[src/rtl/control_sequencer.sv]
// Micro-instruction sequencer for DataPath: accepts opcode+immediate over valid/ready
// and expands each instruction into one or two registered register-transfer steps.

module control_sequencer_checker #(
  parameter int IMM_W = 8
) (
  input logic             clock,
  input logic             clear,
  input logic             RAin,
  input logic             RBin,
  input logic             RZin,
  input logic             RAout,
  input logic             RBout,
  input logic             RZout,
  input logic             busy,
  input logic             done,
  input logic             illegal,
  input logic [IMM_W-1:0] AddImmediate,
  input logic [IMM_W-1:0] RegisterAImmediate
);

  a_single_driver: assert property (@(posedge clock) disable iff (clear)
    $onehot0({RAout, RBout, RZout}))
    else $error("more than one DataPath register driving the bus");

  a_no_self_transfer: assert property (@(posedge clock) disable iff (clear)
    !((RAin && RAout) || (RBin && RBout) || (RZin && RZout)))
    else $error("register both driven and loaded in the same cycle");

  a_done_xor_illegal: assert property (@(posedge clock) disable iff (clear)
    !(done && illegal))
    else $error("done and illegal asserted together");

  // Outside a step every strobe and both buses must be quiet.
  a_idle_quiet: assert property (@(posedge clock) disable iff (clear)
    !busy |-> ({RAin, RBin, RZin, RAout, RBout, RZout, done, illegal} == 8'b0000_0000 &&
               AddImmediate == {IMM_W{1'b0}} && RegisterAImmediate == {IMM_W{1'b0}}))
    else $error("outputs active while idle");

endmodule

module control_sequencer #(
  parameter int IMM_W = 8,
  parameter int CNT_W = 16
) (
  input  logic             clock,
  input  logic             clear,
  input  logic             instr_valid,
  output logic             instr_ready,
  input  logic [2:0]       instr_op,
  input  logic [IMM_W-1:0] instr_imm,
  output logic             RAin,
  output logic             RBin,
  output logic             RZin,
  output logic             RAout,
  output logic             RBout,
  output logic             RZout,
  output logic [IMM_W-1:0] AddImmediate,
  output logic [IMM_W-1:0] RegisterAImmediate,
  output logic             busy,
  output logic             done,
  output logic             illegal,
  output logic [CNT_W-1:0] retired_count
);

  localparam logic [1:0] ST_IDLE = 2'd0;
  localparam logic [1:0] ST_T0   = 2'd1;
  localparam logic [1:0] ST_T1   = 2'd2;

  localparam logic [2:0] OP_NOP   = 3'b000;
  localparam logic [2:0] OP_LDIA  = 3'b001;
  localparam logic [2:0] OP_ADDIB = 3'b010;
  localparam logic [2:0] OP_ADDIA = 3'b011;
  localparam logic [2:0] OP_MVZB  = 3'b100;
  localparam logic [2:0] OP_MVZA  = 3'b101;

  logic [1:0]       state_r;
  logic [2:0]       op_r;
  logic [IMM_W-1:0] imm_r;
  logic             final_r;

  logic [1:0]       state_s;
  logic [2:0]       op_s;
  logic [IMM_W-1:0] imm_s;
  logic             final_s;
  logic             accept_s;
  logic             retire_s;
  logic [7:0]       strobe_s;
  logic [IMM_W-1:0] add_imm_s;
  logic [IMM_W-1:0] rega_imm_s;

  function automatic logic is_two_step(input logic [2:0] op);
    return (op == OP_ADDIB) || (op == OP_ADDIA);
  endfunction

  function automatic logic is_legal(input logic [2:0] op);
    logic legal;
    case (op)
      OP_NOP, OP_LDIA, OP_ADDIB, OP_ADDIA, OP_MVZB, OP_MVZA: legal = 1'b1;
      default:                                                legal = 1'b0;
    endcase
    return legal;
  endfunction

  // Bit order: {RAin, RBin, RZin, RAout, RBout, RZout, done, illegal}.
  function automatic logic [7:0] step_strobes(input logic [2:0] op, input logic second);
    logic [7:0] s;
    case (op)
      OP_NOP:   s = 8'b0000_0010;
      OP_LDIA:  s = 8'b1000_0010;
      OP_ADDIB: s = second ? 8'b0100_0110 : 8'b0011_0000;
      OP_ADDIA: s = second ? 8'b1000_0110 : 8'b0011_0000;
      OP_MVZB:  s = 8'b0100_0110;
      OP_MVZA:  s = 8'b1000_0110;
      default:  s = 8'b0000_0001;
    endcase
    return s;
  endfunction

  assign instr_ready = (state_r == ST_IDLE) || final_r;
  assign accept_s    = instr_valid && instr_ready;
  assign retire_s    = (state_r != ST_IDLE) && final_r && is_legal(op_r);

  // Next step selection; a new instruction always wins over IDLE at a final step.
  always_comb begin
    state_s = ST_IDLE;
    op_s    = op_r;
    imm_s   = imm_r;
    if (accept_s) begin
      state_s = ST_T0;
      op_s    = instr_op;
      imm_s   = instr_imm;
    end else if ((state_r == ST_T0) && !final_r) begin
      state_s = ST_T1;
    end else begin
      state_s = ST_IDLE;
    end
  end

  // Decode the step about to execute so every output can be registered.
  always_comb begin
    final_s    = 1'b0;
    strobe_s   = 8'b0000_0000;
    add_imm_s  = {IMM_W{1'b0}};
    rega_imm_s = {IMM_W{1'b0}};
    case (state_s)
      ST_T0: begin
        final_s    = !is_two_step(op_s);
        strobe_s   = step_strobes(op_s, 1'b0);
        add_imm_s  = is_two_step(op_s) ? imm_s : {IMM_W{1'b0}};
        rega_imm_s = (op_s == OP_LDIA) ? imm_s : {IMM_W{1'b0}};
      end
      ST_T1: begin
        final_s  = 1'b1;
        strobe_s = step_strobes(op_s, 1'b1);
      end
      default: begin
        final_s  = 1'b0;
        strobe_s = 8'b0000_0000;
      end
    endcase
  end

  // Sequencer state, latched instruction and registered DataPath controls.
  always_ff @(posedge clock or posedge clear) begin
    if (clear) begin
      state_r            <= ST_IDLE;
      op_r               <= 3'b000;
      imm_r              <= {IMM_W{1'b0}};
      final_r            <= 1'b0;
      {RAin, RBin, RZin, RAout, RBout, RZout, done, illegal} <= 8'b0000_0000;
      AddImmediate       <= {IMM_W{1'b0}};
      RegisterAImmediate <= {IMM_W{1'b0}};
      busy               <= 1'b0;
    end else begin
      state_r            <= state_s;
      op_r               <= op_s;
      imm_r              <= imm_s;
      final_r            <= final_s;
      {RAin, RBin, RZin, RAout, RBout, RZout, done, illegal} <= strobe_s;
      AddImmediate       <= add_imm_s;
      RegisterAImmediate <= rega_imm_s;
      busy               <= (state_s != ST_IDLE);
    end
  end

  // Retired-instruction counter, wraps naturally at 2^CNT_W.
  always_ff @(posedge clock or posedge clear) begin
    if (clear) begin
      retired_count <= {CNT_W{1'b0}};
    end else if (retire_s) begin
      retired_count <= retired_count + {{(CNT_W-1){1'b0}}, 1'b1};
    end else begin
      retired_count <= retired_count;
    end
  end

  control_sequencer_checker #(.IMM_W(IMM_W)) u_checker (
    .clock              (clock),
    .clear              (clear),
    .RAin               (RAin),
    .RBin               (RBin),
    .RZin               (RZin),
    .RAout              (RAout),
    .RBout              (RBout),
    .RZout              (RZout),
    .busy               (busy),
    .done               (done),
    .illegal            (illegal),
    .AddImmediate       (AddImmediate),
    .RegisterAImmediate (RegisterAImmediate)
  );

endmodule

[config.mk]
export PLATFORM = sky130hd
export DESIGN_NAME = control_sequencer
export DESIGN_NICKNAME = d
export VERILOG_FILES = /design/src/rtl/control_sequencer.sv
export SDC_FILE = /design/constraint.sdc
export NUM_CORES = 1
export LEC_CHECK = 0
export ABC_AREA = 1
export CORE_ASPECT_RATIO = 1.25
export CORE_MARGIN = 4
export CORE_UTILIZATION = 35
export DETAILED_ROUTE_END_ITERATION = 16
export GPL_TIMING_DRIVEN = 0
export PLACE_DENSITY = 0.62
export SYNTH_ARGS = -nofsm -noshare
export SYNTH_HDL_FRONTEND = slang
export SYNTH_SLANG_ARGS = --single-unit
[constraint.sdc]
create_clock -name clock -period 4.3 [get_ports clock]
set_clock_uncertainty 0.15 [all_clocks]
set_input_delay 0.86 -clock clock [delete_from_list [all_inputs] [get_ports clock]]
set_output_delay 0.86 -clock clock [all_outputs]
set_load 0.005 [all_outputs]
# After elaboration in Yosys (flattened, before gate mapping)
# Index checks and enable logic that the tools add are counted.
[word_totals]
input_bits = 14
wordCells = 60
reg_bits = 55
[classes]
muxes = 13
n_addsub = 1
reduce_logical = 17
n_eq_ne = 13
[op_table]
columns = ["cell", "n"]
rows = [
  ["8-bit two-way mux", 5],
  ["8-bit one-hot mux with 5 select lines", 1],
  ["8-bit one-hot mux with 4 select lines", 1],
  ["16-bit by 1-bit adder with 16-bit output, second input constant", 1],
  ["8-bit one-hot mux with 2 select lines", 1],
  ["3-bit by 2-bit == test with 1-bit output, second input constant", 4],
  ["3-bit == test, second input constant", 4],
  ["3-bit by 1-bit == test with 1-bit output, second input constant", 2],
  ["3-bit zero test", 2],
  ["2-bit OR reduction", 3],
  ["6-bit OR reduction", 1],
  ["2-bit by 1-bit == test with 1-bit output, second input constant", 2],
  ["1-bit logical AND", 4],
  ["2-bit two-way mux", 2],
  ["2-bit nonzero test", 2],
  ["3-bit two-way mux", 1],
  ["2-bit == test, second input constant", 1],
  ["1-bit zero test", 2],
  ["2-bit zero test", 1],
  ["1-bit logical OR", 2],
  ["1-bit one-hot mux with 2 select lines", 1],
  ["1-bit two-way mux", 1],
]

# Longest topological paths before layout
# Gate-level depths: netlist of run 1.
[logic_depth]
ltp_word = 8
mapped_depth = 9

# Least setup slack after synthesis of run 1
# Ideal clock, no wire load.
[synth_timing]
path_kind = "input-to-reg"
from = "in instr_valid"
to = "reg RAin"
t_arrival_ps = 1439
cell_stages = 4
setup_time_ps = 77
path_slack_ps = 2633
path_buffers = 1
path_cell_list = "a21boi_2 > buf_2 > nand2_1 > a21oi_1"
[synth_via]
elab_chain_cells = 6
[synth_rtl]
columns = ["item", "line_no", "source"]
rows = [
  ["from (decl)", "48", "input logic instr_valid,"],
  ["1-bit logical AND *", "121", "assign accept_s = instr_valid && instr_ready;"],
  ["net accept_s", "86", "logic accept_s;"],
  ["3-bit two-way mux", "129", "if (accept_s) begin"],
  ["3-bit by 2-bit == test with 1-bit output / 3-bit == test (equally long branches)", "108", "case (op)"],
  ["2-bit OR reduction (no source line)", "n/a", ""],
  ["8-bit one-hot mux with 5 select lines / 8-bit one-hot mux with 4 select lines (equally long branches)", "108", ""],
  ["8-bit one-hot mux with 2 select lines *", "146", "case (state_s)"],
  ["net strobe_s[7]", "88", "logic [7:0] strobe_s;"],
  ["to (signal assigned)", "180", "{RAin, RBin, RZin, RAout, RBout, RZout, done, illegal} <= strobe_s;"],
  ["to (decl)", "52", "output logic RAin,"],
]
# The timed path passes the listed nets; every way through them passes the cells marked *.
# A chain may end at the register's enable or synchronous reset.

# Worst setup path after layout of run 1
[layout_timing]
from = "reg state_r[1]"
to = "out instr_ready"
[layout_via]
elab_chain_cells = 2
[layout_rtl]
columns = ["item", "line_no", "source"]
rows = [
  ["from (decl)", "77", "logic [1:0] state_r;"],
  ["from (signal assigned)", "176", "state_r <= state_s;"],
  ["2-bit zero test", "120", "assign instr_ready = (state_r == ST_IDLE) || final_r;"],
  ["1-bit logical OR", "120", ""],
  ["to (decl)", "49", "output logic instr_ready,"],
]
# No other way between the ends.

==> flow_summary.json, run 1 <==
{
  "worstSetupStartpointType": "flop",
  "tritoncts_clock_tree": "done",
  "crit_path_start": "state_r[1]$_DFF_PP0_",
  "placement.io_buffers": 54,
  "place_worst_setup_slack_ns": 1.71,
  "worst_ep_required_time_ns": 3.29,
  "place_area_mm2": 0.00267,
  "die_width_um": 76.0,
  "hold_buffer_count_at_cts": 0,
  "drcViolationCount": 0,
  "drt.antenna.violating_nets": 0,
  "fin_setup_tns_ns": 0,
  "leakagePower_nw": 1.32,
  "achievable-frequency_ghz": 0.398,
  "post-cts-setup-buffer-count": 0,
  "clock_tree.buffer_depth": 2,
  "drv_cap": 0,
  "dieHeight_um": 93.1,
  "yosysSeqAreaShare": 0.568,
  "num_io_pins": 56,
  "wl_met1_mm": 1.77,
  "hold_depth": 2,
  "dr.max_layer_used": "met4",
  "final_nets": 297,
  "setup_repair_after_global_routing_missed_its_margin": "no",
  "first_iter_violations": 59,
  "routed-wl-met3_um": 225,
  "ctsResizeCount": 0,
  "worst-r2r-setup-slack_ns": 2.65,
  "clk_pin_slew_worst_paths_ns": 0.08,
  "status": "finished clean",
  "grt_max_degree": 37,
  "flow.area_growth_from_synthesis_pct": 36.1,
  "layout_worst_path_cycle_share": 0.585,
  "antenna-diode-count": 0,
  "critical_path.max_fanout": 5,
  "reg2regPathDepth": 8,
  "post-dp-hpwl_mm": 3.23,
  "tritoncts_num_sinks": 46,
  "groute.usage.overall": 0.122,
  "final_layout_size_suffix_gt1_frac": 0.110,
  "initial_core_util": 0.367,
  "synthDistinctLibCells": 31,
  "timing.final.ws_setup_ns": 1.79,
  "initial_antenna_violation_count": 0,
  "finalNonFillerCells": 347,
  "netlist_area_before_placement_mm2": 0.00203,
  "post_synth_inst_count": 220,
  "finalHoldViolations": 0,
  "report.final.slew_viol_count": 0,
  "route.met2.wl_mm": 2.15,
  "cts_buffers": 5,
  "grt_first_pass_wirelength_mm": 6.96,
  "min-delay-start": "retired_count[14]$_DFFE_PP0P_",
  "via_per_inst": 4.53,
  "detail_route.wl_per_cell_um": 12.1,
  "number_of_iterations_in_the_first_detailed_routing_pass": 4,
  "timing_worst_setup_path_type": "reg2out",
  "fin_crit_ns": 2.51,
  "synth_nets": 235,
  "coreArea_mm2": 0.00552,
  "gp_congestion": 0.808,
  "peakVddDrop_mv": 0.195,
  "synth_area_per_inst_um2": 9.21,
  "grt_remaining_overflow": 0,
  "synthesis.yosys.warnings": 0,
  "cts-root-buf": "sky130_fd_sc_hd__clkbuf_8",
  "min_path_type": "reg2reg",
  "setup_violations": 0,
  "cts_htree_levels": 2,
  "placement_rows": 30,
  "timing.rr.end": "retired_count[14]$_DFFE_PP0P_",
  "clk_latency_ns": 0.29,
  "rr_startpoint": "retired_count[0]$_DFFE_PP0P_",
  "cells_after_dpl": 339,
  "via_count": 1572,
  "cp.arrival_ns": 1.50,
  "worstSetupEndpoint": "instr_ready",
  "synth-seq-cells": 46,
  "die_area_mm2": 0.00708,
  "end_kind": "output port",
  "vias_in_the_first_global_route": 1522,
  "finalWirelength_mm": 4.19,
  "cellPowerDensity_mw_per_mm2": 428,
  "post-route-cell-area_mm2": 0.00276
}
critical path: stages, from the launching register on:
cell,delay [ns]
sky130_fd_sc_hd__dfrtp_1,0.43
sky130_fd_sc_hd__o21ai_4,0.24
sky130_fd_sc_hd__clkdlybuf4s50_1,0.54
sequential cells by signal, summed over array words and instances, names as in the netlist:
signal              cells
illegal                 1
retired_count          16
RAin                    1
RegisterAImmediate      8
RBin                    1
final_r                 1
done                    1
RAout                   1
RZout                   1
busy                    1
state_r                 2
imm_r                   1
op_r                    3
AddImmediate            8
cell usage in the layout (no fill, tap or decap), types with 2 or more instances in the layout:
cell,instances
sky130_fd_sc_hd__inv_1,27
sky130_fd_sc_hd__inv_2,4
sky130_fd_sc_hd__dfrtp_1,46
sky130_fd_sc_hd__nand3_1,9
sky130_fd_sc_hd__nor2_1,30
sky130_fd_sc_hd__buf_4,2
sky130_fd_sc_hd__nand4_1,2
sky130_fd_sc_hd__clkbuf_1,2
sky130_fd_sc_hd__nand2_2,5
sky130_fd_sc_hd__clkdlybuf4s50_1,54
sky130_fd_sc_hd__clkbuf_8,6
sky130_fd_sc_hd__xnor2_1,5
sky130_fd_sc_hd__nor3_1,3
sky130_fd_sc_hd__a21oi_1,3
sky130_fd_sc_hd__o21ai_0,6
sky130_fd_sc_hd__nand2_1,56
sky130_fd_sc_hd__xor2_1,4
sky130_fd_sc_hd__nand3_4,2
synth_stat cells:
library cell / n / area [um2]
sky130_fd_sc_hd__a21boi_2: 1 / 11.3
sky130_fd_sc_hd__a21oi_1: 3 / 15.0
sky130_fd_sc_hd__a22oi_1: 1 / 7.51
sky130_fd_sc_hd__buf_2: 1 / 5.00
sky130_fd_sc_hd__buf_4: 2 / 15.0
sky130_fd_sc_hd__clkbuf_1: 1 / 3.75
sky130_fd_sc_hd__conb_1: 1 / 3.75
sky130_fd_sc_hd__dfrtp_1: 46 / 1150
sky130_fd_sc_hd__ha_1: 1 / 12.5
sky130_fd_sc_hd__inv_1: 28 / 105
sky130_fd_sc_hd__inv_2: 3 / 11.3
sky130_fd_sc_hd__nand2_1: 56 / 210
sky130_fd_sc_hd__nand2_2: 5 / 31.3
sky130_fd_sc_hd__nand2_4: 1 / 11.3
sky130_fd_sc_hd__nand3_1: 9 / 45.0
sky130_fd_sc_hd__nand3_2: 1 / 10.0
sky130_fd_sc_hd__nand3_4: 2 / 35.0
sky130_fd_sc_hd__nand3b_1: 1 / 7.51
sky130_fd_sc_hd__nand3b_4: 1 / 20.0
sky130_fd_sc_hd__nand4_1: 2 / 12.5
sky130_fd_sc_hd__nor2_1: 30 / 113
sky130_fd_sc_hd__nor2_2: 1 / 6.26
sky130_fd_sc_hd__nor2_4: 1 / 11.3
sky130_fd_sc_hd__nor3_1: 3 / 15.0
sky130_fd_sc_hd__nor3_2: 1 / 10.0
sky130_fd_sc_hd__nor3_4: 1 / 16.3
sky130_fd_sc_hd__o21ai_0: 6 / 30.0
sky130_fd_sc_hd__o21ai_1: 1 / 5.00
sky130_fd_sc_hd__o21ai_4: 1 / 16.3
sky130_fd_sc_hd__xnor2_1: 5 / 43.8
sky130_fd_sc_hd__xor2_1: 4 / 35.0
per-layer routing:
| layer | track usage | vias to the layer above |
|---|---|---|
| li1 | - | 794 |
| met3 | 0.0366 | 6 |
| met2 | 0.214 | 37 |
| met1 | 0.143 | 735 |
| met4 | 0.0356 | 0 |
| met5 | 0 | - |
through the flow:
step / hold WS, ns / power [W] / utilization
global route: 0.389 / 0.00126 / 0.500
finish: 0.352 / 0.00118 / 0.500
detailed placement: 0.342 / 0.000927 / 0.483
CTS: 0.361 / 0.00120 / 0.500
global placement: 0.335 / 0.000917 / 0.480
floorplan: 0.334 / 0.000751 / -
cell families (layout without fill, tap and decap cells):
logic type / after synthesis / in the layout / synth area share
AOI/OAI and AO/OA: 13 / 13 / 0.0420
xor gates and xnor gates: 9 / 9 / 0.0389
buffers and inverters: 35 / 98 / 0.0692
and+or+nand+nor: 115 / 115 / 0.274
DFF: 46 / 46 / 0.568
other: 1 / 1 / 0.00185
adders and majority gates: 1 / 1 / 0.00618
cell type report:
class                   count  area (um2)
clock inverters             1        5.00
multi-input cells         139         734
flip-flops and latches     46        1150
plain buffers               4        23.8
fillers                   524        2760
well taps                  64        80.1
repair buffers             55         561
clock buffers               7        86.3
inverters                  31         116
worst min-delay path by stage:
stage	end	slack, ns
after floorplan	retired_count[14]$_DFFE_PP0P_	0.33
after global placement	retired_count[14]$_DFFE_PP0P_	0.34
after detailed placement	retired_count[14]$_DFFE_PP0P_	0.34
after CTS	retired_count[14]$_DFFE_PP0P_	0.36
after global routing	retired_count[6]$_DFFE_PP0P_	0.39
final	retired_count[14]$_DFFE_PP0P_	0.35
power by group:
part	internal (W)	switching (W)	total, W
combinational	0.000167	0.000178	0.000345
sequential	0.000501	0.0000648	0.000566
clock	0.000130	0.000139	0.000269
total	0.000798	0.000382	0.00118
Note: power is estimated with default switching activity, not from simulation.
==> run 2, diff against run 1 <==
- clock period: 4.3 -> 2.6 ns (I/O delays scaled with it)
==> results of run 2 <==
Same layout as run 1 (identical final DEF). Status: finished clean.
Among the figures that moved: setup slack after placement 1.71 ns -> 0.346 ns; setup slack after layout 1.79 ns -> 0.425 ns; hold slack 0.352 ns -> 0.315 ns; register-to-register setup slack 2.65 ns -> 0.95 ns; total power 0.00118 W -> 0.00195 W; worst IR drop on VDD 0.195 mV -> 0.322 mV
==> run 3, diff against run 2 <==
- PLACE_DENSITY: 0.62 -> 0.65
- clock period: 2.6 -> 2 ns (I/O delays scaled with it)
==> flow_summary.json, run 3 (same netlist as run 1, synthesis figures left out) <==
{
  "critical_path.max_fanout": 6,
  "regMostFlops": "retired_count",
  "report.final.slew_viol_count": 0,
  "fin_crit_ns": 1.89,
  "flow.area_growth_from_synthesis_pct": 36.4,
  "via_count": 1614,
  "die_area_mm2": 0.00708,
  "max_stage_delay_ns": 0.56,
  "initial_antenna_violation_count": 0,
  "worst_ep_required_time_ns": 1.45,
  "final_layout_size_suffix_gt1_frac": 0.113,
  "tritoncts_num_sinks": 46,
  "cts_htree_levels": 2,
  "detail_route.wl_per_cell_um": 12.4,
  "clk_pin_slew_worst_paths_ns": 0.09,
  "setup_repair_after_global_routing_missed_its_margin": "no",
  "clock_tree.buffer_depth": 2,
  "leakagePower_nw": 1.33,
  "initial_core_util": 0.367,
  "end_kind": "output port",
  "min_path_type": "in2async",
  "final_nets": 298,
  "routed-wl-met3_um": 304,
  "finalWirelength_mm": 4.31,
  "place_area_mm2": 0.00267,
  "achievable-frequency_ghz": 0.528,
  "path_cells": "clkdlybuf4s50_1",
  "via_per_inst": 4.64,
  "number_of_iterations_in_the_first_detailed_routing_pass": 4,
  "timing.final.ws_setup_ns": 0.106,
  "status": "finished clean",
  "place_worst_setup_slack_ns": -0.136,
  "gp_congestion": 0.837,
  "grt_first_pass_wirelength_mm": 7.33,
  "placement_rows": 30,
  "route.met2.wl_mm": 2.22,
  "groute.usage.overall": 0.130,
  "tritoncts_clock_tree": "done",
  "cp.arrival_ns": 1.34,
  "post-dp-hpwl_mm": 3.28,
  "post-route-cell-area_mm2": 0.00276,
  "grt_max_degree": 29,
  "antenna-diode-count": 0,
  "cellPowerDensity_mw_per_mm2": 912,
  "finalHoldViolations": 0,
  "placement.io_buffers": 54,
  "layout_common_cells": "56 x sky130_fd_sc_hd__nand2_1, 53 x sky130_fd_sc_hd__clkdlybuf4s50_1, 46 x sky130_fd_sc_hd__dfrtp_1",
  "largest_register_ff_count": 16,
  "num_io_pins": 56,
  "layout_top_registers": "retired_count (16), AddImmediate (8), RegisterAImmediate (8)",
  "wl_met1_mm": 1.69,
  "worstSetupStartpointType": "flop",
  "drcViolationCount": 0,
  "dr.max_layer_used": "met4",
  "setup_violations": 0,
  "cts_buffers": 5,
  "layout_worst_path_cycle_share": 0.947,
  "vias_in_the_first_global_route": 1613,
  "critical_path.n_buffers_inverters": 1,
  "drt.antenna.violating_nets": 0,
  "coreArea_mm2": 0.00552,
  "final_common_cell": "sky130_fd_sc_hd__nand2_1",
  "grt_remaining_overflow": 0,
  "first_iter_violations": 87,
  "die_width_um": 76.0,
  "drv_cap": 0,
  "cpLargestDelayFamily": "buffers and inverters",
  "cts-root-buf": "sky130_fd_sc_hd__clkbuf_8",
  "critPathSlowestCell": "sky130_fd_sc_hd__clkdlybuf4s50_1",
  "timing_worst_setup_path_type": "reg2out",
  "clk_latency_ns": 0.30,
  "peakVddDrop_mv": 0.461,
  "dieHeight_um": 93.1
}
==> run 3: cell types whose count changed in the layout (fill, tap and decap cells not counted), sizes merged <==
cell / delta
clkinv: +1
clkdlybuf4s50: -1
buf: +1
clkbuf: -1
dlymetal6s2s: +1
==> run 3: final timing paths <==
check	start	end	slack [ns]	cells after the start
min in group clock	retired_count[6]$_DFFE_PP0P_	retired_count[6]$_DFFE_PP0P_	0.36	1
hold reg to reg	retired_count[6]$_DFFE_PP0P_	retired_count[6]$_DFFE_PP0P_	0.36	1
setup / recovery	retired_count[4]$_DFFE_PP0P_	retired_count[4]	0.11	1
setup reg to reg	state_r[0]$_DFF_PP0_	RZout$_DFF_PP0_	0.36	6
hold / removal	clear	RegisterAImmediate[4]$_DFF_PP0_	0.26	2
max in group asynchronous	clear	retired_count[5]$_DFFE_PP0P_	0.95	3
==> run 3: layout make-up <==
cell class	count	area (um2)
Timing Repair Buffer	56	571
Fill cell	534	2760
Tap cell	64	80.1
Clock inverter	2	13.8
Clock buffer	6	72.6
Sequential cell	46	1150
Multi-Input combinational cell	139	734
Buffer	4	23.8
Inverter	31	116
==> run 3: per-stage QoR <==
stage | total power, W | util | hold slack (ns) | TNS [ns] | std cells
floorplan | 0.00162 | - | 0.321 | 0 | 220
global placement | 0.00197 | 0.480 | 0.332 | -27.44 | 338
detailed placement | 0.00199 | 0.483 | 0.359 | -0.524 | 339
CTS | 0.00257 | 0.500 | 0.258 | 0 | 348
global route | 0.00270 | 0.501 | 0.285 | 0 | 348
finish | 0.00252 | 0.501 | 0.257 | 0 | 348
==> run 3: repair_timing <==
item,CTS,global route
gates cloned,0,0
pin swaps,1,0
gates resized for setup,0,1
hold buffers,0,0
setup buffers,1,0
setup endpoints to repair,1,1
==> run 3: metal layers <==
metal	vias up	global-route usage
li1	794	-
met1	760	0.142
met2	51	0.228
met3	9	0.0434
met4	0	0.0534
met5	-	0
==> run 3: power breakdown <==
group | internal [W] | switching (W)
clock network | 0.000247 | 0.000305
registers | 0.00108 | 0.000139
logic | 0.000365 | 0.000386
total | 0.00169 | 0.000830
